`config.mk`:
```
export PLATFORM = sky130hd
export DESIGN_NAME = regfile_writeback_buffer
export DESIGN_NICKNAME = d
export VERILOG_FILES = /design/src/rtl/wb_pkg.sv /design/src/rtl/regfile_writeback_buffer_fwd_match.sv /design/src/rtl/regfile_writeback_buffer.sv
export SDC_FILE = /design/constraint.sdc
export NUM_CORES = 1
export LEC_CHECK = 0
export CORE_UTILIZATION = 55
export CTS_CLUSTER_SIZE = 12
export DETAILED_ROUTE_END_ITERATION = 12
export PLACE_DENSITY_LB_ADDON = 0.1
export REMOVE_ABC_BUFFERS = 1
export SLEW_MARGIN = 20
export SYNTH_ARGS = -nofsm -noshare
export SYNTH_HDL_FRONTEND = slang
export SYNTH_HIERARCHICAL = 1
export SYNTH_SLANG_ARGS = --single-unit
```
`constraint.sdc`:
```
create_clock -name clk -period 4.4 [get_ports clk]
set_input_delay 1.1 -clock clk [delete_from_list [all_inputs] [get_ports clk]]
set_output_delay 1.1 -clock clk [all_outputs]
set_load 0.01 [all_outputs]
```
`src/rtl/wb_pkg.sv`:
```
// Shared types and constants for the register-file writeback buffer.
package wb_pkg;

    localparam int XLEN = 32;
    localparam int AW   = 5;
    localparam logic [AW-1:0] REG_ZERO = 5'd0;

    typedef struct packed {
        logic            valid;
        logic [AW-1:0]   rd;
        logic [XLEN-1:0] data;
    } wb_entry_t;

endpackage

```
`src/rtl/regfile_writeback_buffer_fwd_match.sv`:
```
// Forwarding lookup: scans buffered entries oldest to youngest so the youngest match wins.
module wb_fwd_match
    import wb_pkg::*;
#(
    parameter int DEPTH = 4,
    localparam int PW   = $clog2(DEPTH)
) (
    input  wb_entry_t [DEPTH-1:0] entries,
    input  logic [PW-1:0]         head,
    input  logic [AW-1:0]         addr,
    output logic                  hit,
    output logic [XLEN-1:0]       data
);

    logic [PW-1:0] idx;

    always_comb begin
        hit  = 1'b0;
        data = '0;
        idx  = '0;
        for (int i = 0; i < DEPTH; i++) begin
            idx = head + i[PW-1:0];
            if (addr != REG_ZERO && entries[idx].valid && entries[idx].rd == addr) begin
                hit  = 1'b1;
                data = entries[idx].data;
            end
        end
    end

endmodule

```
`src/rtl/regfile_writeback_buffer.sv`:
```
// In-order writeback FIFO feeding the register file write port, with read-side forwarding.
// Optional same-cycle bypass into an empty buffer is enabled by defining WB_BYPASS_EN.
module regfile_writeback_buffer
    import wb_pkg::*;
#(
    parameter int DEPTH = 4,
    localparam int PW   = $clog2(DEPTH),
    localparam int CW   = PW + 1
) (
    input  logic            clk,
    input  logic            rst_n,
    input  logic            in_valid,
    output logic            in_ready,
    input  logic [AW-1:0]   in_rd,
    input  logic [XLEN-1:0] in_data,
    output logic            rf_we,
    output logic [AW-1:0]   rf_a3,
    output logic [XLEN-1:0] rf_wd,
    input  logic [AW-1:0]   q_a1,
    input  logic [AW-1:0]   q_a2,
    output logic            fwd_hit1,
    output logic [XLEN-1:0] fwd_data1,
    output logic            fwd_hit2,
    output logic [XLEN-1:0] fwd_data2,
    output logic [CW-1:0]   count,
    output logic            empty,
    output logic            full
);

    wb_entry_t [DEPTH-1:0] entries_q, entries_d;
    logic [PW-1:0]         head_q, head_d;
    logic [PW-1:0]         tail_q, tail_d;
    logic [CW-1:0]         count_q, count_d;

    logic push;
    logic pop;
    logic bypass;

    assign empty    = (count_q == '0);
    assign full     = (count_q == CW'(DEPTH));
    assign in_ready = !full;
    assign count    = count_q;

`ifdef WB_BYPASS_EN
    assign bypass = empty && in_valid && (in_rd != REG_ZERO);
`else
    assign bypass = 1'b0;
`endif

    assign pop  = !empty;
    assign push = in_valid && in_ready && (in_rd != REG_ZERO) && !bypass;

    // Write port is gated by reset so nothing queued leaks into the register file during a flush.
    always_comb begin
        rf_we = rst_n && (pop || bypass);
        rf_a3 = '0;
        rf_wd = '0;
        if (bypass) begin
            rf_a3 = in_rd;
            rf_wd = in_data;
        end else if (pop) begin
            rf_a3 = entries_q[head_q].rd;
            rf_wd = entries_q[head_q].data;
        end
    end

    always_comb begin
        entries_d = entries_q;
        head_d    = head_q;
        tail_d    = tail_q;
        count_d   = count_q + CW'(push) - CW'(pop);
        if (pop) begin
            entries_d[head_q].valid = 1'b0;
            head_d = head_q + 1'b1;
        end
        if (push) begin
            entries_d[tail_q] = '{valid: 1'b1, rd: in_rd, data: in_data};
            tail_d = tail_q + 1'b1;
        end
    end

    always_ff @(posedge clk) begin
        if (!rst_n) begin
            entries_q <= '0;
            head_q    <= '0;
            tail_q    <= '0;
            count_q   <= '0;
        end else begin
            entries_q <= entries_d;
            head_q    <= head_d;
            tail_q    <= tail_d;
            count_q   <= count_d;
        end
    end

    wb_fwd_match #(.DEPTH(DEPTH)) u_fwd1 (
        .entries (entries_q),
        .head    (head_q),
        .addr    (q_a1),
        .hit     (fwd_hit1),
        .data    (fwd_data1)
    );

    wb_fwd_match #(.DEPTH(DEPTH)) u_fwd2 (
        .entries (entries_q),
        .head    (head_q),
        .addr    (q_a2),
        .hit     (fwd_hit2),
        .data    (fwd_data2)
    );

endmodule

```
[Word level (Yosys, flattened, before mapping)]
Index checks and enable logic that the tools add are counted.
Operators by class
  bitwise logic cells: 0
  eq/ne operators: 9
  shift-type cells: 0
  multiplexer cells: 34
  div/mod/pow operators: 0
  add/sub/neg operators: 6
  reductions and logical operators: 27
  multipliers: 0
  order comparisons: 7
Operator list (count)
  binary-select mux 38 bit (select 2 bit): 4
  bitwise mux 152 bit: 2
  two-way mux 152 bit: 2
  two-way mux 32 bit: 9
  two-way mux 38 bit: 6
  demux 38 bit (select 2 bit): 2
  == test 5 bit: 8
  logical AND 1 bit: 21
  less-than comparator 2 x 3 -> 1 bit, second input constant: 5
  nonzero test 5 bit: 3
  two-way mux 1 bit: 8
  two-way mux 5 bit: 1
  adder 2 x 1 -> 2 bit, second input constant: 2
  adder 2 bit, second input constant: 2
  >= comparator 2 x 1 -> 1 bit, second input constant: 2
  adder 3 x 1 -> 3 bit: 1
  == test 3 bit, second input constant: 1
  zero test 3 bit: 1
  subtractor 3 x 1 -> 3 bit: 1
  zero test 1 bit: 2
Word-level totals
  output and inout bits: 110
  memories kept: 0
  register bits after elaboration: 159
  memory bits (read-only): 0
  bits in writable memories: 0
  input port bits: 50
  latch bits: 0

[Depth between registers and ports, before layout]
Gate-level depths: netlist of the first run.
  depth in word-level cells: 8
  depth in mapped cells: 13
  gate-level depth less buffers: 13

[By module]
Netlist of the first run, hierarchy kept.
Modules (own cells, without submodules)
  wb_fwd_match: cells an instance 538, instances 2, area each 4212.8 um^2
  regfile_writeback_buffer: cells an instance 678, instances 1, area each 7188.1 um^2

[Worst setup path before layout of the first run]
Ideal clock, no wire load.
  kind: input to output
  start point: in q_a1[4]
  end point: out fwd_data1[0]
  stages on the path: 10
  setup slack: 0.253 ns
  arrival time: 3.047 ns
  cells stage by stage: clkbuf_1 -> nor4_1 -> a211oi_1 -> a21oi_1 -> or4_4 -> buf_6 -> nand3_4 -> buf_4 -> o221ai_1 -> a32oi_1
Between the ends
  cells in the longest elaborated chain, start to end: 7
  elaborated cells on any way between the ends: 17
Ends and longest elaborated chain
  start, declared: RTL line regfile_writeback_buffer.sv:19  | input logic [AW-1:0] q_a1,
  nonzero test 5 bit: RTL line regfile_writeback_buffer_fwd_match.sv:23  | if (addr != REG_ZERO && entries[idx].valid && entries[idx].rd == addr) begin
  logical AND 1 bit (2 in series): RTL line regfile_writeback_buffer_fwd_match.sv:23
  two-way mux 32 bit (3 in series): RTL line regfile_writeback_buffer_fwd_match.sv:23
  two-way mux 32 bit (*): RTL line regfile_writeback_buffer_fwd_match.sv:23
  end, declared: RTL line regfile_writeback_buffer.sv:22  | output logic [XLEN-1:0] fwd_data1,
Every way passes the cells marked *; elsewhere a longest branch is shown, timed or not.

[Worst setup path in the final report of the first run]
  start point: reg head_q[1]
  end point: out fwd_data2[12]
Between the ends
  cells in the longest elaborated chain, start to end: 8
  elaborated cells on any way between the ends: 27
Ends and longest elaborated chain
  start, declared: RTL line regfile_writeback_buffer.sv:31  | logic [PW-1:0] head_q, head_d;
  start signal, assigned: RTL line regfile_writeback_buffer.sv:85  | head_q <= '0;
  start signal, assigned: RTL line regfile_writeback_buffer.sv:90  | head_q <= head_d;
  adder 2 x 1 -> 2 bit / binary-select mux 38 bit (select 2 bit) (equally long branches): RTL line regfile_writeback_buffer_fwd_match.sv:22, regfile_writeback_buffer_fwd_match.sv:23, regfile_writeback_buffer_fwd_match.sv:25
  binary-select mux 38 bit (select 2 bit) / two-way mux 38 bit (equally long branches): RTL line regfile_writeback_buffer_fwd_match.sv:23, regfile_writeback_buffer_fwd_match.sv:25
  two-way mux 38 bit (implied by the code) (tied with other cells): RTL line regfile_writeback_buffer_fwd_match.sv:23
  == test 5 bit / logical AND 1 bit (equally long branches): RTL line regfile_writeback_buffer_fwd_match.sv:23
  logical AND 1 bit / two-way mux 32 bit (equally long branches): RTL line regfile_writeback_buffer_fwd_match.sv:23
  two-way mux 32 bit (2 in series): RTL line regfile_writeback_buffer_fwd_match.sv:23
  two-way mux 32 bit (*): RTL line regfile_writeback_buffer_fwd_match.sv:23
  end, declared: RTL line regfile_writeback_buffer.sv:24  | output logic [XLEN-1:0] fwd_data2,
Every way passes the cells marked *; elsewhere a longest branch is shown, timed or not. The select of a mux whose other input is x is not followed.

==> impl_metrics.tcl, run 1 <==
set metrics [dict create \
    die_h_um 170 \
    pre_cts_ws_ns -0.924 \
    drc 0 \
    htreeDepth 4 \
    antenna_found_initial 0 \
    drt_iter0_markers 1790 \
    fill_cells 1988 \
    ys_seq_area_share_pct 20.4 \
    synthArstFlopShare_pct 0 \
    crit_type "flop to output pin" \
    worstMarginPinSlew_ns 0.953 \
    synth.area.mux_share_pct 39.2 \
    netlist_instances 1754 \
    worstSkewPairLatency_ns 0.45 \
    endpoint_kind "output pin" \
    postLayoutCellArea_sq_um 20900 \
    yosysWarnings 6 \
    synthXorXnorAreaFrac_pct 1.91 \
    cp.required_ns 3.30 \
    die_area_sq_um 29100 \
    clock_sinks 159 \
    grt_max_degree 124 \
    core_sq_um 27900 \
    synth.avg_cell_area_sq_um 8.90 \
    dr.pass1.iters 6 \
    fin_ws_ns -0.208 \
    vdd_drop_max_mv 0.339 \
    die_w_um 170 \
    via_count 15875 \
    ys_ff_latch 159 \
    critical_path_arrival_ns 3.51 \
    root_buffer "clkbuf_16" \
    cts_tree "yes" \
    leakage_uw 0.00770 \
    fin_skew_ns 0.00948 \
    drv_cap 0 \
    io_buffers 159 \
    layout.nets 2068 \
    synth_commonest_cells "nand2_1, mux2_2, mux2i_1" \
    place_hpwl_um 34400 \
    power_density_nw_per_um2 401 \
    cp_common_cell "buf_12" \
    grt_pass1_wl_um 82400 \
    numCtsBuffers 17 \
    vias_per_cell 6.62 \
    final_max_slew_viol_count 0 \
    grt_pass1_vias 14734 \
    fin_crit_ns 4.61 \
    cp_cell_sequence "buf_12, mux4_2, xnor2_2, nand2_2, or4_4, nand3_4, buf_12, o221ai_1, a32oi_2, buf_2" \
    start_kind "flop" \
    synth_top_cell_by_area "dfxtp_1" \
    diodes 0 \
    ctsHoldBuffers 0 \
    synth_area_leaders "dfxtp_1, mux2_2, mux2i_1" \
    synth-adder-area-share_pct 0.930 \
    rsz0062_at_grt "true" \
    rows 61 \
    hold_violations 0 \
    gp_congestion 0.945 \
    ant_nets 0 \
    area_growth_syn_to_layout_pct 34.1 \
    synth_ff_type "dfxtp_1" \
    whs_ns 0.501 \
    place_area_sq_um 18600 \
    synth_top_family_by_area "multiplexers" \
    yosysTopAreaCellShare_pct 20.4 \
    timing.fmax_ghz 0.217 \
    start_util_pct 56.0 \
    fin_crit_sh_pct 105 \
    gr-total-overflow 0 \
    crit_slowest_cell "or4_4" \
    path_max_fanout 8 \
    syn_area_sq_um 15600 \
    clk_pin_slew_ns 0.06 \
    slew_headroom_pct 36.3 \
    clockBufferDepth 2 \
    holdCritPathClass "flop to flop" \
    synth_enable_flop_cells 0 \
    status "complete, but fails checks" \
    pin_count 160 \
    drive_gt1_share_pct 42.4 \
    synth_cell_types 58 \
    yosys.area_share.simple_pct 13.6 \
    grt_use_total_pct 36.4 \
    synth-compound-area-share_pct 17.6 \
    violations "negative setup slack" \
    setup_viol 64 \
    wl_per_cell_um 23.2 \
    setup_tns_ns -6.22 \
    synth.most_common_cell "nand2_1" \
    routed_wl_um 55500 \
    max_stage_delay_ns 0.62 \
]
## per-layer routing
layer	up-vias	global-route usage, %	wire length [um]
met1	7754	48.8	22400
met2	887	58.6	26100
met4	0	14.8	1960
met5	-	0	0
li1	7076	-	-
met3	158	5.51	5090
## placed cells by master, fill, tap and decap left out, drive strengths merged, types with 10 or more instances in the layout
cell and instances:
a21oi 72, o21ai 68, buf 306, nand3 20, mux4 63, mux2 254
and2 42, mux2i 184, clkdlybuf4s50 82, ha 10, clkbuf 28, a211oi 17
a32oi 62, xnor2 26, dfxtp 159, o21a 68, nor2 19, nand2 338
o221ai 62, inv 22
## where the power goes
part	internal, uW	total [uW]	switching (uW)	leakage [uW]
sequential	1580	1810	227	0.00129
clock	891	1560	669	0.000293
combinational	2470	5030	2560	0.00611
## cell families (layout without fill, tap and decap cells)
| logic type | count (synthesis) | count (layout) |
|---|---|---|
| AO/OA/AOI/OAI | 386 | 386 |
| adder cells (fa/ha/maj) | 11 | 11 |
| buffers and inverters | 190 | 456 |
| AND/OR/NAND/NOR | 473 | 473 |
| XOR/XNOR | 34 | 34 |
| flip-flops | 159 | 159 |
| multiplexers | 501 | 501 |
## critical path: cells and delay by family, from the launching register on
| family | cells | cell delay (ns) |
|---|---|---|
| buffers and inverters | 3 | 0.49 |
| and+or+nand+nor | 3 | 0.93 |
| DFF | 1 | 0.44 |
| muxes | 1 | 0.54 |
| AOI/OAI and AO/OA | 2 | 0.46 |
| xor gates and xnor gates | 1 | 0.18 |
## path summary, 6_finish.rpt
path | cells after the start | from | slack (ns) | endpoint
max | 10 | head_q[1] | -0.21 | fwd_data2[12]
min | 2 | entries_q[110] | 0.50 | entries_q[110]
max reg2reg | 10 | count[1] | 1.57 | count[2]
min reg2reg | 2 | entries_q[110] | 0.50 | entries_q[110]
## sequential cells by signal (all words and copies together) (netlist names)
| register | flops |
|---|---|
| entries_q | 152 |
| count | 3 |
| head_q | 2 |
| tail_q | 2 |
## timing repair
item,4_1_cts,5_1_grt
gates cloned,4,5
pin swaps,75,100
setup buffers,31,31
endpoints found under the setup margin,74,78
resized for setup,388,223
## area by class of cell
type	instances	area (sq um)	share of cell area [%]
sequential	159	3190	15.2
inverter	21	81.3	0.388
clock inverter	10	128	0.610
timing repair buffer	403	4100	19.6
clock buffer	22	474	2.26
tap	378	473	2.26
multi-input combinational	1405	12500	59.7
## per-stage QoR
step | util, % | std cells | total power, uW
after floorplan | - | 1585 | 4590
after global placement | 66.6 | 2297 | 6080
after detailed placement | 66.6 | 2297 | 6190
after CTS | 71.0 | 2363 | 7910
after global routing | 75.2 | 2398 | 8770
final | 75.2 | 2398 | 8390
Power figures use the tool's default switching activity.
==> run 2: changes to the inputs <==
--- a/config.mk
+++ b/config.mk
@@ -5,10 +5,11 @@
 export SDC_FILE = /design/constraint.sdc
 export NUM_CORES = 1
 export LEC_CHECK = 0
+export ABC_CLOCK_PERIOD_IN_PS = 4400
 export CORE_UTILIZATION = 55
 export CTS_CLUSTER_SIZE = 12
 export DETAILED_ROUTE_END_ITERATION = 12
-export PLACE_DENSITY_LB_ADDON = 0.1
+export PLACE_DENSITY = 0.76
 export REMOVE_ABC_BUFFERS = 1
 export SLEW_MARGIN = 20
 export SYNTH_ARGS = -nofsm -noshare
==> impl_metrics.tcl, run 2 (synthesis gave the netlist of run 1 again) <==
set metrics [dict create \
    slew_headroom_pct 29.6 \
    wl_per_cell_um 24.9 \
    top_usage_layer "met2" \
    regMostFlops "entries_q" \
    clk_pin_slew_ns 0.07 \
    drive_gt1_share_pct 41.5 \
    drv_cap 0 \
    hold_start "tail_q[0]" \
    antenna_found_initial 0 \
    register_area_sq_um 3190 \
    ant_nets 0 \
    start_util_pct 56.0 \
    cp.required_ns 3.30 \
    rows 61 \
    fin_crit_ns 4.71 \
    htreeDepth 4 \
    leakage_uw 0.00770 \
    via_count 16567 \
    drt_iter0_markers 2029 \
    die_h_um 170 \
    final_common_cell "nand2_1" \
    rsz0062_at_grt "true" \
    grt_pass1_wl_um 88800 \
    timing.fmax_ghz 0.212 \
    finalPower_uw 8460 \
    area_growth_syn_to_layout_pct 34.0 \
    pin_count 160 \
    status "complete, but fails checks" \
    dr.pass1.iters 6 \
    met1_usage_pct 49.5 \
    diodes 0 \
    r2r-end "count[2]" \
    gr-total-overflow 0 \
    crit_slowest_cell "mux4_2" \
    routed_wl_um 59800 \
    violations "negative setup slack" \
    fin_crit_sh_pct 107 \
    fill_cells 1820 \
    final_cell_mix "nand2_1, mux2_2, mux2i_1, dfxtp_1, buf_4" \
    critical_path_arrival_ns 3.61 \
    drc 0 \
    root_buffer "clkbuf_16" \
    regToRegSetupSlack_ns 1.50 \
    fin_skew_ns 0.0122 \
    cp_cell_sequence "buf_6, buf_4, mux4_2, a211oi_2, a21oi_1, or4_4, buf_6, nand3_4, buf_16, buf_4, o221ai_2, a32oi_2, buf_2" \
    power_density_nw_per_um2 404 \
    grt_pass1_vias 15979 \
    r2r-start "count[1]" \
    fin_ws_ns -0.314 \
    worstMarginPinSlew_ns 1.06 \
    clockBufferDepth 2 \
    path_max_fanout 8 \
    grt_use_total_pct 39.2 \
    crit_type "flop to output pin" \
    start_kind "flop" \
    cts_tree "yes" \
    gp_congestion 0.941 \
    reg2reg_depth 9 \
    die_w_um 170 \
    final_max_slew_viol_count 0 \
    holdCritPathClass "flop to flop" \
    met2_usage_pct 62.7 \
    pre_cts_ws_ns -0.979 \
    vdd_drop_max_mv 0.402 \
    clock_sinks 159 \
    worstSkewPairLatency_ns 0.45 \
    use_met3_pct 7.73 \
    place_hpwl_um 33900 \
    numCtsBuffers 17 \
    core_sq_um 27900 \
    largest_reg_flops 152 \
    max_stage_delay_ns 0.52 \
    vias_per_cell 6.91 \
    setup_viol 77 \
    layout.nets 2069 \
    die_area_sq_um 29100 \
    grt_max_degree 199 \
    hold_depth 2 \
    endpoint_kind "output pin" \
    hold_violations 0 \
    min_to "tail_q[0]" \
    multi_input_area_sq_um 12500 \
    io_buffers 159 \
]
[run 2: per-stage QoR]
step / hold slack [ns] / util [%] / instance area (sq um) / TNS [ns] / instances
final: 0.506 / 75.1 / 20900 / -14.77 / 2399
after global routing: 0.525 / 75.1 / 20900 / -21.16 / 2399
after CTS: 0.507 / 73.0 / 20300 / -7.24 / 2388
after detailed placement: 0.495 / 66.3 / 18500 / -55.67 / 2288
after global placement: 0.482 / 66.3 / 18500 / -55.59 / 2288
after floorplan: 0.468 / - / 14700 / -928.15 / 1585
[run 2: worst max path at each step]
stage               startpoint             to  slack, ns
CTS                  head_q[1]  fwd_data2[26]      -0.20
detailed placement     q_a1[4]  fwd_data1[19]      -0.98
floorplan            head_q[1]  fwd_data1[29]      -9.49
global placement       q_a1[4]  fwd_data1[11]      -0.97
global route         head_q[1]  fwd_data2[25]      -0.37
finish               head_q[1]   fwd_data2[4]      -0.31
[run 2: worst max-delay path: cells and delay by family (launching register included)]
kind	cells	cell delay (ns)
buffers and inverters	6	0.90
DFF	1	0.46
and+or+nand+nor	2	0.71
muxes	1	0.52
AOI/OAI and AO/OA	4	0.57
[run 2: layout make-up]
class                   instances  share of cell area [%]
well taps                     378                    2.26
multi-input cells            1405                    59.8
clock inverters                14                   0.676
repair buffers                404                    19.6
flip-flops and latches        159                    15.3
clock buffers                  18                    2.05
inverters                      21                   0.389
[run 2: report_power, final]
part | leakage, uW | switching [uW] | internal, uW | total [uW]
Sequential | 0.00129 | 244 | 1580 | 1820
Clock | 0.000276 | 757 | 756 | 1510
Combinational | 0.00613 | 2630 | 2490 | 5120
[run 2: what timing repair did]
action                                  CTS  global route
pin swaps                               105            52
resized for setup                       462           112
buffers inserted                         59            21
endpoints found under the hold margin     0             0
hold buffers                              0             0
endpoints found under the setup margin   69            90
gates cloned                             11             2
[run 2: metal layers]
metal,share of wire [%],up-vias
met5,0,-
met4,5.8,0
met3,10,329
met2,46,1145
met1,38,8021
li1,-,7072
